File: src/rtl/vga_write_arbiter.sv
// vga_write_arbiter: round-robin arbiter sharing one VGA adapter write port
// among four drawing clients, with a hold-time watchdog against hung owners.
module vga_write_arbiter #(
    parameter int unsigned MAX_HOLD = 1024,
    parameter int unsigned HOLD_W   = 11
) (
    input  logic        clk,
    input  logic        resetn,
    input  logic [3:0]  req,
    input  logic [3:0]  done,
    input  logic [31:0] x_in,
    input  logic [27:0] y_in,
    input  logic [11:0] color_in,
    input  logic [3:0]  wen_in,
    output logic [3:0]  grant,
    output logic [7:0]  x_out,
    output logic [6:0]  y_out,
    output logic [2:0]  color_out,
    output logic        writeEn,
    output logic        busy,
    output logic        timeout_flag,
    output logic [1:0]  last_owner
);

    typedef enum logic [1:0] {StIdle, StGrant, StRelease} state_e;

    state_e              state_q, state_d;
    logic [3:0]          grant_q, grant_d;
    logic [1:0]          owner_q, owner_d;
    logic [1:0]          rr_ptr_q, rr_ptr_d;
    logic [HOLD_W-1:0]   hold_q, hold_d;
    logic                timeout_q, timeout_d;
    logic [1:0]          last_owner_q, last_owner_d;

    logic [1:0]          winner;
    logic                win_valid;
    logic                hold_at_max;

    assign hold_at_max = (hold_q == HOLD_W'(MAX_HOLD - 1));

    // Round-robin search starting at rr_ptr; scanning offsets high-to-low
    // lets the smallest offset with a request overwrite the others.
    always_comb begin
        logic [1:0] idx;
        idx       = 2'd0;
        winner    = rr_ptr_q;
        win_valid = 1'b0;
        for (int i = 3; i >= 0; i--) begin
            idx = rr_ptr_q + 2'(i);
            if (req[idx]) begin
                winner    = idx;
                win_valid = 1'b1;
            end
        end
    end

    // Next-state logic for the IDLE/GRANT/RELEASE controller.
    always_comb begin
        state_d      = state_q;
        grant_d      = grant_q;
        owner_d      = owner_q;
        rr_ptr_d     = rr_ptr_q;
        hold_d       = hold_q;
        timeout_d    = timeout_q;
        last_owner_d = last_owner_q;
        unique case (state_q)
            StIdle: begin
                if (win_valid) begin
                    state_d = StGrant;
                    grant_d = 4'b0001 << winner;
                    owner_d = winner;
                    hold_d  = '0;
                end
            end
            StGrant: begin
                // Client release (done or abort) takes precedence over timeout.
                if (done[owner_q] || !req[owner_q] || hold_at_max) begin
                    state_d      = StRelease;
                    grant_d      = 4'b0000;
                    last_owner_d = owner_q;
                    rr_ptr_d     = owner_q + 2'd1;
                    if (!done[owner_q] && req[owner_q]) begin
                        timeout_d = 1'b1;
                    end
                end else begin
                    hold_d = hold_q + 1'b1;
                end
            end
            StRelease: begin
                state_d = StIdle;
            end
            default: begin
                state_d = StIdle;
                grant_d = 4'b0000;
            end
        endcase
    end

    // State registers, cleared asynchronously.
    always_ff @(posedge clk or negedge resetn) begin
        if (!resetn) begin
            state_q      <= StIdle;
            grant_q      <= 4'b0000;
            owner_q      <= 2'd0;
            rr_ptr_q     <= 2'd0;
            hold_q       <= '0;
            timeout_q    <= 1'b0;
            last_owner_q <= 2'd0;
        end else begin
            state_q      <= state_d;
            grant_q      <= grant_d;
            owner_q      <= owner_d;
            rr_ptr_q     <= rr_ptr_d;
            hold_q       <= hold_d;
            timeout_q    <= timeout_d;
            last_owner_q <= last_owner_d;
        end
    end

    // Pixel-stream mux: only the owner's slice reaches the adapter, and only in GRANT.
    always_comb begin
        x_out     = 8'd0;
        y_out     = 7'd0;
        color_out = 3'd0;
        writeEn   = 1'b0;
        if (state_q == StGrant) begin
            x_out     = x_in[8*owner_q +: 8];
            y_out     = y_in[7*owner_q +: 7];
            color_out = color_in[3*owner_q +: 3];
            writeEn   = wen_in[owner_q];
        end
    end

    assign grant        = grant_q;
    assign busy         = (state_q != StIdle);
    assign timeout_flag = timeout_q;
    assign last_owner   = last_owner_q;

endmodule

File: config.mk
export PLATFORM = sky130hd
export DESIGN_NAME = vga_write_arbiter
export DESIGN_NICKNAME = d
export VERILOG_FILES = /design/src/rtl/vga_write_arbiter.sv
export SDC_FILE = /design/constraint.sdc
export NUM_CORES = 1
export LEC_CHECK = 0
export BUFFER_PORTS_ARGS = -buffer_cell sky130_fd_sc_hd__buf_4
export CORE_UTILIZATION = 44
export CTS_CLUSTER_SIZE = 20
export DETAILED_ROUTE_END_ITERATION = 6
export GPL_TIMING_DRIVEN = 0
export PLACE_DENSITY_LB_ADDON = 0.05
export REMOVE_ABC_BUFFERS = 1
export SYNTH_ARGS = -nofsm -noshare
export SYNTH_HDL_FRONTEND = slang
export SYNTH_SLANG_ARGS = --single-unit
File: constraint.sdc
create_clock -name clk -period 2.5 [get_ports clk]
set_input_delay 0.25 -clock clk [delete_from_list [all_inputs] [get_ports clk]]
set_output_delay 0.25 -clock clk [all_outputs]
set_load 0.005 [all_outputs]
; ---- Word-level counts from Yosys, hierarchy flattened
; Cells that the tools add are included.
; W data, S select, Z words.
[classes]
add_sub_neg = 5
mul = 2
n_lt_le_gt_ge = 5
n_eq_ne = 6
n_shift = 4
muxes = 35
bitwise = 1
n_reduce_logical = 14
[op_table]
columns = operator, n
row1 = $shiftx A32 B6 Y8, 1
row2 = $shiftx A28 B6 Y7, 1
row3 = $mux W11, 2
row4 = $pmux W11 S2, 1
row5 = $lt A2 B3 Y1 const B, 5
row6 = $bmux W1 S2, 7
row7 = $mux W1, 12
row8 = $mux W2, 6
row9 = $pmux W4 S3, 1
row10 = $shiftx A12 B5 Y3, 1
row11 = $add A11 B1 Y11 const B, 1
row12 = $eq A11 B10 Y1 const B, 1
row13 = $reduce_and A3 Y1, 3
row14 = $mux W4, 2
row15 = $mux W8, 1
row16 = $mux W7, 1
row17 = $ne A2 B2 Y1 const B, 3
row18 = $reduce_and A2 Y1, 3
row19 = $mul A3 B2 Y5 const A, 1
row20 = $add A2 B1 Y2 const B, 2
row21 = $add A2 B2 Y2 const B, 2
row22 = $mul A2 B2 Y4 const A, 1
row23 = $pmux W2 S2, 1
row24 = $reduce_bool A2 Y1, 2
row25 = 9 further kinds, 11
[word_totals]
regBits = 24
in_bits = 86
output_inout_bits = 27
elab_cells = 79

; ---- Logic depth before layout (Yosys ltp)
; Gate-level depths: netlist of run 1.
[logic_depth]
word_depth = 10
ltp_mapped = 6

; ---- Least setup slack after synthesis of run 1
; No wires, ideal clock.
[synth_path]
path_kind = register to register
from = register owner_q[1]
to = register last_owner_q[0] (netlist: last_owner[0])
t_arrival_ns = 1.764
required_ns = 2.375
setup_slack_ns = 0.612
path_stages_with_launch = 5
synth_period_minus_slack_ns = 1.888
cell_sequence = dfrtp_1 -> clkbuf_1 -> mux4_2 -> o21ai_2 -> mux2_2
[synth_via]
elab_chain_len = 6
[synth_rtl]
columns = element, line_no
row1 = "start, declared", 29  ; logic [1:0] owner_q, owner_d;
row2 = "start signal, assigned", 112  ; owner_q <= owner_d;
row3 = $bmux W1 S2, 77  ; if (done[owner_q] || !req[owner_q] || hold_at_max) begin
row4 = $mux W1 (not written as such), 77
row5 = $logic_not A1 Y1, 77
row6 = $logic_or A1 B1 Y1 * (2 in series), 77
row7 = $reduce_and A2 Y1 (no line) *, n/a
row8 = "end signal, assigned", 116  ; last_owner_q <= last_owner_d;
row9 = "end, declared", 33  ; logic [1:0] last_owner_q, last_owner_d;
; Mark *: on every way between the ends. The rest lies on a longest branch, timed or not. The select of a mux whose other input is x is not followed.
; A chain may end at the register's enable or synchronous reset.

; ---- Worst setup path after layout of run 1
[layout_path]
from = register owner_q[0]
to = output port color_out[1]
[layout_via]
elab_chain_len = 3
[layout_rtl]
columns = element, line_no
row1 = $mul A2 B2 Y4, 129  ; color_out = color_in[3*owner_q +: 3];
row2 = $shiftx A12 B5 Y3, 129
row3 = $mux W3, 126  ; if (state_q == StGrant) begin
row4 = "end, declared", 18  ; output logic [2:0] color_out,
; Every way passes these cells.

==> results of run 1 <==
## worst max-delay path, cell delays in order, from the launching register on
cell     delay (ps)
dfrtp_2         850
mux4_2          600
and2_1          170
buf_4           130
## sequential cells by signal (all words and copies together), names as in the netlist
register and cells:
hold_q 11, grant 4, last_owner 2, owner_q 2, rr_ptr_q 2, state_q 2
timeout_flag 1
## cells in the final DEF, fill, tap and decap left out, types with 2 or more instances in the layout
master / synthesis / final
buf_4: 0 / 112
and2_1: 20 / 20
o21bai_1: 2 / 2
nor3_1: 6 / 6
nand2_1: 13 / 13
or2_2: 2 / 2
nand3_1: 4 / 4
nand4_1: 6 / 6
a21oi_1: 7 / 7
inv_1: 4 / 4
o21ai_0: 3 / 3
nor2b_1: 6 / 5
mux4_2: 21 / 21
nor4_1: 2 / 2
or4_1: 3 / 3
dfrtp_2: 0 / 2
clkbuf_8: 0 / 3
a21o_1: 2 / 2
nor2_1: 3 / 3
nor3b_1: 2 / 2
mux2_2: 3 / 3
and3_1: 2 / 2
nand2b_1: 11 / 11
dfrtp_1: 24 / 22
a32o_1: 4 / 4
mux2i_1: 8 / 8
## report_power, final
group	switching [W]	internal, W	leakage [nW]	total, W
clock	0.000129	0.000214	0.0357	0.000343
combinational	0.000496	0.000837	0.990	0.00133
sequential	0.000241	0.000485	0.315	0.000725
## cell type report
cell class / instances / share of cell area
multi-input combinational: 143 / 0.4447
clock inverter: 1 / 0.01040
tap: 50 / 0.02167
clock buffer: 3 / 0.01430
sequential: 24 / 0.2089
timing repair buffer: 113 / 0.2948
inverter: 4 / 0.005202
## cells in the mapped netlist (4+ instances only)
cell type / instances / area share
dfrtp_1: 24 / 0.31
nor3_1: 6 / 0.016
a21oi_1: 7 / 0.018
nand2b_1: 11 / 0.036
nand4_1: 6 / 0.019
and2_1: 20 / 0.065
inv_1: 4 / 0.0077
a32o_1: 4 / 0.021
nand3_1: 4 / 0.010
nand2_1: 13 / 0.025
mux2i_1: 8 / 0.041
clkbuf_1: 7 / 0.014
mux4_2: 21 / 0.24
nor2b_1: 6 / 0.019
## kinds of logic after synthesis
logic type      count (synthesis)  synth area share
simple gates                   84            0.2578
mux                            32            0.3030
compound gates                 25           0.08979
flops                          24            0.3101
buf+inv                        14           0.02842
xor+xnor                        1          0.004523
fa+ha+maj                       1          0.006459
## through the flow
stage	setup slack (ps)	cells	power, W
after detailed placement	-152.9	333	0.002085
after CTS	55.67	338	0.002425
after global routing	63.52	338	0.002579
after global placement	-140.6	333	0.002055
after floorplan	215.0	171	0.001482
final	227.4	338	0.002401
## per-layer routing
metal | share of wire | global-route usage | wire length [um] | up-vias
met1 | 0.38 | 0.2693 | 2085 | 914
li1 | - | - | - | 904
met4 | 0.020 | 0.07813 | 112 | 0
met3 | 0.060 | 0.05500 | 330 | 14
met2 | 0.54 | 0.4816 | 2958 | 72
met5 | 0 | 0 | 0 | -
## path summary, 6_finish.rpt
check                      slack [ps]  depth (start not counted)             to
setup / recovery                  230                          3   color_out[1]
hold / removal                    400                          3       grant[2]
setup reg to reg                  260                          3  last_owner[1]
hold reg to reg                   460                          1   timeout_flag
max in group asynchronous        1820                          2     owner_q[1]
min in group asynchronous         420                          2      hold_q[3]
## what timing repair did
action / CTS / global route
resized for setup: 2 / 0
hold endpoints to repair: 24 / 0
hold buffers: 1 / 0
endpoints found under the setup margin: 26 / 0
==> out/metrics.cfg, run 1 <==
[placement]
io_buffer_count=112
gp_congestion=0.7605
hpwl_um=4199
placed_cell_area_mm2=0.002800

[logic_synthesis]
ys_types=39
async_flop_share=1.000
synth.avg_cell_area_um2=10.70
synth_seq_cells=24
seq_area_frac_synth=0.3101
synth_enable_flop_cells=0
ys.flop_type=dfrtp_1
yosys_warnings=0
synth_area_mm2=0.001937
syn_inst=181

[route]
vias_per_cell=5.633
drc=0
totalWireLength_um=5487
first_iter_violations=93
drt_pass1_iterations=4
final_antenna_net_count=0
num_vias=1904
detail_route.wl_per_cell_um=16.23

[floorplanning]
ios=113
rows=23
core_area_mm2=0.004115
dieWidth_um=68.35
fp.dieArea_mm2=0.004671
start_util=0.4707
die_h_um=68.35

[timing]
tightestPinTransition_ps=796.6
tns_ps=0
clock_skew_ps=1.907
fmax_ghz=0.4400
slew_viol_final=0
finalHoldViolations=0
fin_crit_ps=2273
relSlewSlack=0.4666
final_min_period_over_clock_period=0.9090
finalHoldWorstSlack_ps=396.4
rsz0062_at_grt=false
setup_viol=0

[cts]
cts_tree=done
cts_sinks=24
numCtsBuffers=3
clk_pin_slew_ps=90
cts-root-buf=clkbuf_8
ctsLongestPathBuffers=2
insertion_delay_ps=270
post_cts_buffers=0
h-tree-depth=1

[min_path]
min_from=req[3]
worstHoldPathType=primary input to flop

[status]
outcome=completed

[final_layout]
fillers=321
multi_input_area_mm2=0.001284
fin_util=0.7014
area_growth_pct=49.03
regArea_um2=603.1
fin_area_mm2=0.002887
nNetsFinal=376
antenna_cells=0
drive_above_1_share=0.5104

[global_routing]
grt_pass1_vias=1905
grt_pass1_wl_um=8680
grt_max_degree=26
antenna_found_initial=0
grt-ovfl-total=0
grt_usage=0.2515

[critical_path]
start_kind=flop
cp_data_arrival_time_ps=2020
end_kind=primary output
worstSetupStartpoint=owner_q[0]
worstSetupPathType=flop to primary output
r2r_start=owner_q[1]
required_ps=2250
crit_fanout=25

[power]
pwr_density_cell_mw_per_mm2=831.9
p_leak_nw=1.341
vdd_drop_max_mv=0.9670

[job]
cap_violations=0

(Power assumes the default switching activity.)
==> run 2, diff against run 1 <==
--- a/config.mk
+++ b/config.mk
@@ -6,6 +6,7 @@
 export NUM_CORES = 1
 export LEC_CHECK = 0
 export BUFFER_PORTS_ARGS = -buffer_cell sky130_fd_sc_hd__buf_4
+export CORE_MARGIN = 2
 export CORE_UTILIZATION = 44
 export CTS_CLUSTER_SIZE = 20
 export DETAILED_ROUTE_END_ITERATION = 6
==> run 2 against run 1 <==
  * Sequential share of layout area is essentially flat
  * Critical path depth is the same
  * Core utilization down 2.9 points
==> out/metrics.cfg, run 2 (synthesis gave the netlist of run 1 again) <==
[timing]
finalHoldViolations=0  ; unchanged
rsz0062_at_grt=false  ; unchanged
fin_crit_ps=2257  ; was 2273 ps
slew_viol_final=0  ; unchanged
fmax_ghz=0.4430  ; was 0.4400 GHz
relSlewSlack=0.4731  ; was 0.4666
final_min_period_over_clock_period=0.9030  ; was 0.9090
setup_viol=0  ; unchanged
finalWorstSetupSlack_ps=242.5  ; was 227.4 ps
clock_skew_ps=4.000  ; was 1.907 ps
tightestPinTransition_ps=786.8  ; was 796.6 ps

[placement]
pre_cts_ws_ps=-209.8  ; was -152.9 ps
io_buffer_count=112  ; unchanged
hpwl_um=4447  ; was 4199 um
gp_congestion=0.8078  ; was 0.7605

[critical_path]
r2r_start=owner_q[1]  ; unchanged
crit_fanout=25  ; unchanged
start_kind=flop  ; unchanged
end_kind=primary output  ; unchanged
rr_endpoint=last_owner[0]  ; was last_owner[1]
reg2reg_depth=3  ; unchanged
r2r_slack_ps=250  ; was 260 ps
required_ps=2250  ; about the same
cp_data_arrival_time_ps=2010  ; was 2020 ps
worstSetupPathType=flop to primary output  ; unchanged

[floorplanning]
fp.dieArea_mm2=0.004948  ; was 0.004671 mm^2
die_h_um=70.35  ; was 68.35 um
ios=113  ; unchanged
rows=24  ; was 23
core_area_mm2=0.004294  ; was 0.004115 mm^2
dieWidth_um=70.35  ; was 68.35 um
start_util=0.4510  ; was 0.4707

[route]
first_iter_violations=68  ; was 93
num_vias=1871  ; was 1904
drt_pass1_iterations=4  ; unchanged
totalWireLength_um=5651  ; was 5487 um
drc=0  ; unchanged
final_antenna_net_count=0  ; unchanged
vias_per_cell=5.503  ; was 5.633
detail_route.wl_per_cell_um=16.62  ; was 16.23 um

[global_routing]
grt-ovfl-total=0  ; unchanged
grt_pass1_vias=1861  ; was 1905
grt_usage=0.2390  ; was 0.2515
grt_pass1_wl_um=9321  ; was 8680 um
antenna_found_initial=0  ; unchanged
grt_max_degree=26  ; unchanged

[final_layout]
drive_above_1_share=0.5104  ; unchanged
antenna_cells=0  ; unchanged
top_register=hold_q  ; unchanged
area_growth_pct=49.16  ; was 49.03%
final_cell_mix=112 x buf_4, 22 x dfrtp_1, 21 x mux4_2  ; unchanged
fin_util=0.6728  ; was 0.7014
nNetsFinal=376  ; unchanged
layout_commonest_cell=buf_4  ; unchanged
largest_register_ffs=11  ; unchanged

[cts]
post_cts_buffers=0  ; unchanged
ctsLongestPathBuffers=2  ; unchanged
cts_sinks=24  ; unchanged
cts_tree=done  ; unchanged
cts-root-buf=clkbuf_8  ; unchanged
numCtsBuffers=3  ; unchanged
h-tree-depth=1  ; unchanged
clk_pin_slew_ps=80  ; was 90 ps
insertion_delay_ps=270  ; about the same

[min_path]
worstHoldEndpoint=grant[2]  ; unchanged
worstHoldPathType=primary input to flop  ; unchanged
min_path_cells=3  ; unchanged
min_from=req[3]  ; unchanged

[power]
p_leak_nw=1.341  ; unchanged
pwr_density_cell_mw_per_mm2=826.1  ; was 831.9 mW/mm^2
vdd_drop_max_mv=0.5426  ; was 0.9670 mV

[job]
cap_violations=0  ; unchanged

[status]
outcome=completed  ; unchanged

## run 2: report_power, final
part | switching (W) | internal, W | total [W]
Combinational | 0.000486 | 0.000836 | 0.00132
Sequential | 0.000244 | 0.000485 | 0.000729
Clock | 0.000122 | 0.000214 | 0.000336
## run 2: how the worst max path moves through the flow
stage	start	to	slack, ps
floorplan	owner_q[0]	last_owner[0]	210
global placement	owner_q[0]	last_owner[0]	-220
detailed placement	owner_q[0]	last_owner[0]	-210
CTS	owner_q[0]	x_out[0]	190
global route	owner_q[0]	x_out[0]	80
finish	owner_q[0]	x_out[0]	240
## run 2: metrics by stage
| step | std cells | instance area (um^2) | setup TNS [ps] | power [W] | hold WS (ps) |
|---|---|---|---|---|---|
| 3_5_place_dp | 335 | 2805 | -776.2 | 0.002090 | 165.2 |
| 5_1_grt | 340 | 2889 | 0 | 0.002584 | 423.4 |
| 2_1_floorplan | 171 | 1897 | 0 | 0.001482 | -45.59 |
| 6_report | 340 | 2889 | 0 | 0.002387 | 399.6 |
| 3_3_place_gp | 335 | 2803 | -869.5 | 0.002069 | 168.8 |
| 4_1_cts | 340 | 2889 | 0 | 0.002421 | 397.9 |
## run 2: per-layer routing
| metal | routed length (um) | share of wire | GRT usage | vias to the layer above |
|---|---|---|---|---|
| met5 | 0 | 0 | 0 | - |
| met4 | 93 | 0.016 | 0.06624 | 0 |
| met3 | 301 | 0.053 | 0.03463 | 8 |
| met2 | 3028 | 0.54 | 0.4277 | 58 |
| met1 | 2228 | 0.39 | 0.2990 | 905 |
| li1 | - | - | - | 900 |
## run 2: worst max-delay path, cell delays in order, from the launching register on
cell and delay, ps:
dfrtp_2 850, mux4_2 590, and2_1 170, buf_4 130
## run 2: cell type report
cell class                 instances  area, um^2
fill                             364        1405
sequential                        24       603.1
timing repair buffer             113       850.8
multi-input combinational        143        1284
clock inverter                     1       30.03
clock buffer                       3       41.29
inverter                           4       15.01
tap                               52       65.06
## run 2: repair_timing
item	4_1_cts	5_1_grt
endpoints found under the hold margin	24	0
gates resized for setup	2	0
endpoints found under the setup margin	26	0
hold buffers	1	0
==> run 3, diff against run 2 <==
--- a/config.mk
+++ b/config.mk
@@ -7,7 +7,7 @@
 export LEC_CHECK = 0
 export BUFFER_PORTS_ARGS = -buffer_cell sky130_fd_sc_hd__buf_4
 export CORE_MARGIN = 2
-export CORE_UTILIZATION = 44
+export CORE_UTILIZATION = 45
 export CTS_CLUSTER_SIZE = 20
 export DETAILED_ROUTE_END_ITERATION = 6
 export GPL_TIMING_DRIVEN = 0
==> constraint.sdc (replaced) <==
create_clock -name clk -period 2.6 [get_ports clk]
set_input_delay 0.26 -clock clk [delete_from_list [all_inputs] [get_ports clk]]
set_output_delay 0.26 -clock clk [all_outputs]
set_load 0.005 [all_outputs]
==> run 3 against run 2 <==
  * Total power fell by 3.2%
  * Final cell count is 0.59% lower
  * Critical path type unchanged
  * Register-to-register slack improved by 120 ps
  * Highest routed layer unchanged
  * Clock power fell by 3%
  * Setup slack better by 71 ps
  * Count of clock-buffer cells in the layout unchanged
==> out/metrics.cfg, run 3 (synthesis gave the netlist of run 1 again) <==
[global_routing]
grt_max_degree=26  ; unchanged
busiest_layer=met2  ; unchanged
grt_usage=0.2349  ; was 0.2390
grt_pass1_vias=1881  ; was 1861
use_met1=0.2872  ; was 0.2990
grt-ovfl-total=0  ; unchanged
grt_use_met2=0.4338  ; was 0.4277
grt_use_met3=0.03634  ; was 0.03463
grt_pass1_wl_um=9232  ; was 9321 um
antenna_found_initial=0  ; unchanged

[placement]
placed_cell_area_mm2=0.002803  ; was 0.002805 mm^2
gp_congestion=0.8259  ; was 0.8078
hpwl_um=4357  ; was 4447 um
pre_cts_ws_ps=-66.24  ; was -209.8 ps
io_buffer_count=112  ; unchanged

[critical_path]
slowest_delay_ps=850  ; about the same
reg2reg_depth=3  ; unchanged
crit_fanout=25  ; unchanged
required_ps=2340  ; was 2250 ps
worstSetupPathType=flop to primary output  ; unchanged
end_kind=primary output  ; unchanged
crit_chain=mux4_2 > and2_1 > buf_4  ; unchanged
r2r_start=owner_q[1]  ; unchanged
rr_endpoint=rr_ptr_q[1]  ; was last_owner[0]
start_kind=flop  ; unchanged
cp_slowest_cell=dfrtp_2  ; unchanged
cp_data_arrival_time_ps=2030  ; was 2010 ps
r2r_slack_ps=370  ; was 250 ps

[final_layout]
largest_register_ffs=11  ; unchanged
fin_area_mm2=0.002887  ; was 0.002889 mm^2
top_register=hold_q  ; unchanged
final_cell_mix=112 x buf_4, 22 x dfrtp_1, 21 x mux4_2  ; unchanged
area_growth_pct=49.03  ; was 49.16%
antenna_cells=0  ; unchanged
drive_above_1_share=0.5104  ; unchanged
nNetsFinal=376  ; unchanged
layout_commonest_cell=buf_4  ; unchanged

[floorplanning]
die_h_um=69.61  ; was 70.35 um
rows=23  ; was 24
ios=113  ; unchanged
fp.dieArea_mm2=0.004845  ; was 0.004948 mm^2
core_area_mm2=0.004058  ; was 0.004294 mm^2
start_util=0.4773  ; was 0.4510
dieWidth_um=69.61  ; was 70.35 um

[power]
power_w=0.002311  ; was 0.002387 W
p_leak_nw=1.341  ; unchanged
pwr_density_cell_mw_per_mm2=800.5  ; was 826.1 mW/mm^2
vdd_drop_max_mv=0.5751  ; was 0.5426 mV

[timing]
relSlewSlack=0.4673  ; was 0.4731
finalWorstSetupSlack_ps=313.5  ; was 242.5 ps
slew_viol_final=0  ; unchanged
fin_crit_ps=2287
fmax_ghz=0.4373
final_min_period_over_clock_period=0.8794
rsz0062_at_grt=false  ; unchanged
tightestPinTransition_ps=795.4  ; was 786.8 ps
setup_viol=0  ; unchanged
finalHoldViolations=0  ; unchanged
clock_skew_ps=1.910  ; was 4.000 ps

[route]
num_vias=1895  ; was 1871
drt_pass1_iterations=4  ; unchanged
first_iter_violations=111  ; was 68
drc=0  ; unchanged
totalWireLength_um=5574  ; was 5651 um
vias_per_cell=5.607  ; was 5.503
detail_route.wl_per_cell_um=16.49  ; was 16.62 um
final_antenna_net_count=0  ; unchanged

[min_path]
min_path_cells=3  ; unchanged
worstHoldEndpoint=grant[3]  ; was grant[2]
min_from=req[3]  ; unchanged
worstHoldPathType=primary input to flop  ; unchanged

[cts]
clk_pin_slew_ps=90  ; was 80 ps
cts-root-buf=clkbuf_8  ; unchanged
numCtsBuffers=3  ; unchanged
ctsLongestPathBuffers=2  ; unchanged
cts_tree=done  ; unchanged
insertion_delay_ps=260  ; was 270 ps
cts_sinks=24  ; unchanged
post_cts_buffers=0  ; unchanged
h-tree-depth=1  ; unchanged

[status]
outcome=completed  ; unchanged

[job]
cap_violations=0  ; unchanged

-- run 3: cell counts in the layout (fill, tap and decap cells not counted) --
Identical to the previous run, type by type.
-- run 3: final cells by class --
type	instances	area [um^2]
Clock buffer	3	41.29
Tap cell	50	62.56
Timing Repair Buffer	113	850.8
Sequential cell	24	603.1
Clock inverter	1	30.03
Multi-Input combinational cell	143	1284
Fill cell	325	1171
Inverter	4	15.01
-- run 3: power by group --
group	switching [W]	total [W]	leakage [nW]	internal, W
combinational	0.000481	0.00129	0.990	0.000804
sequential	0.000232	0.000698	0.315	0.000466
clock	0.000121	0.000327	0.0357	0.000206
-- run 3: worst max path at each step --
stage	from	to	slack (ps)	depth (start not counted)
2_1_floorplan	owner_q[0]	last_owner[0]	310	3
3_3_place_gp	owner_q[0]	last_owner[0]	-30	3
3_5_place_dp	owner_q[0]	rr_ptr_q[1]	-70	3
4_1_cts	owner_q[1]	rr_ptr_q[1]	10	3
5_1_grt	owner_q[0]	y_out[6]	170	3
6_report	owner_q[0]	color_out[1]	310	3
-- run 3: what timing repair did --
| item | CTS | global route |
|---|---|---|
| pin swaps | 0 | 0 |
| hold buffers | 1 | 0 |
| hold endpoints to repair | 24 | 0 |
| resized for setup | 1 | 1 |
| setup endpoints to repair | 24 | 6 |
-- run 3: worst max-delay path: cells and delay by family, from the launching register on --
| kind | cells | cell delay, ps |
|---|---|---|
| flip-flops | 1 | 850 |
| multiplexers | 1 | 600 |
| AND/OR/NAND/NOR | 1 | 180 |
| buffers and inverters | 1 | 130 |
-- run 3: through the flow --
stage	hold slack (ps)	util	TNS, ps	std cells
2_1_floorplan	-35.59	-	0	171
3_3_place_gp	175.2	0.6901	-80.41	333
3_5_place_dp	177.3	0.6907	-205.7	333
4_1_cts	409.0	0.7111	0	338
5_1_grt	434.6	0.7114	0	338
6_report	413.8	0.7114	0	338
-- run 3: routing by layer --
layer  vias to the layer above  wire length [um]
li1                        904                 -
met1                       910              2205
met2                        68              3025
met3                        13               250
met4                         0                93
met5                         -                 0
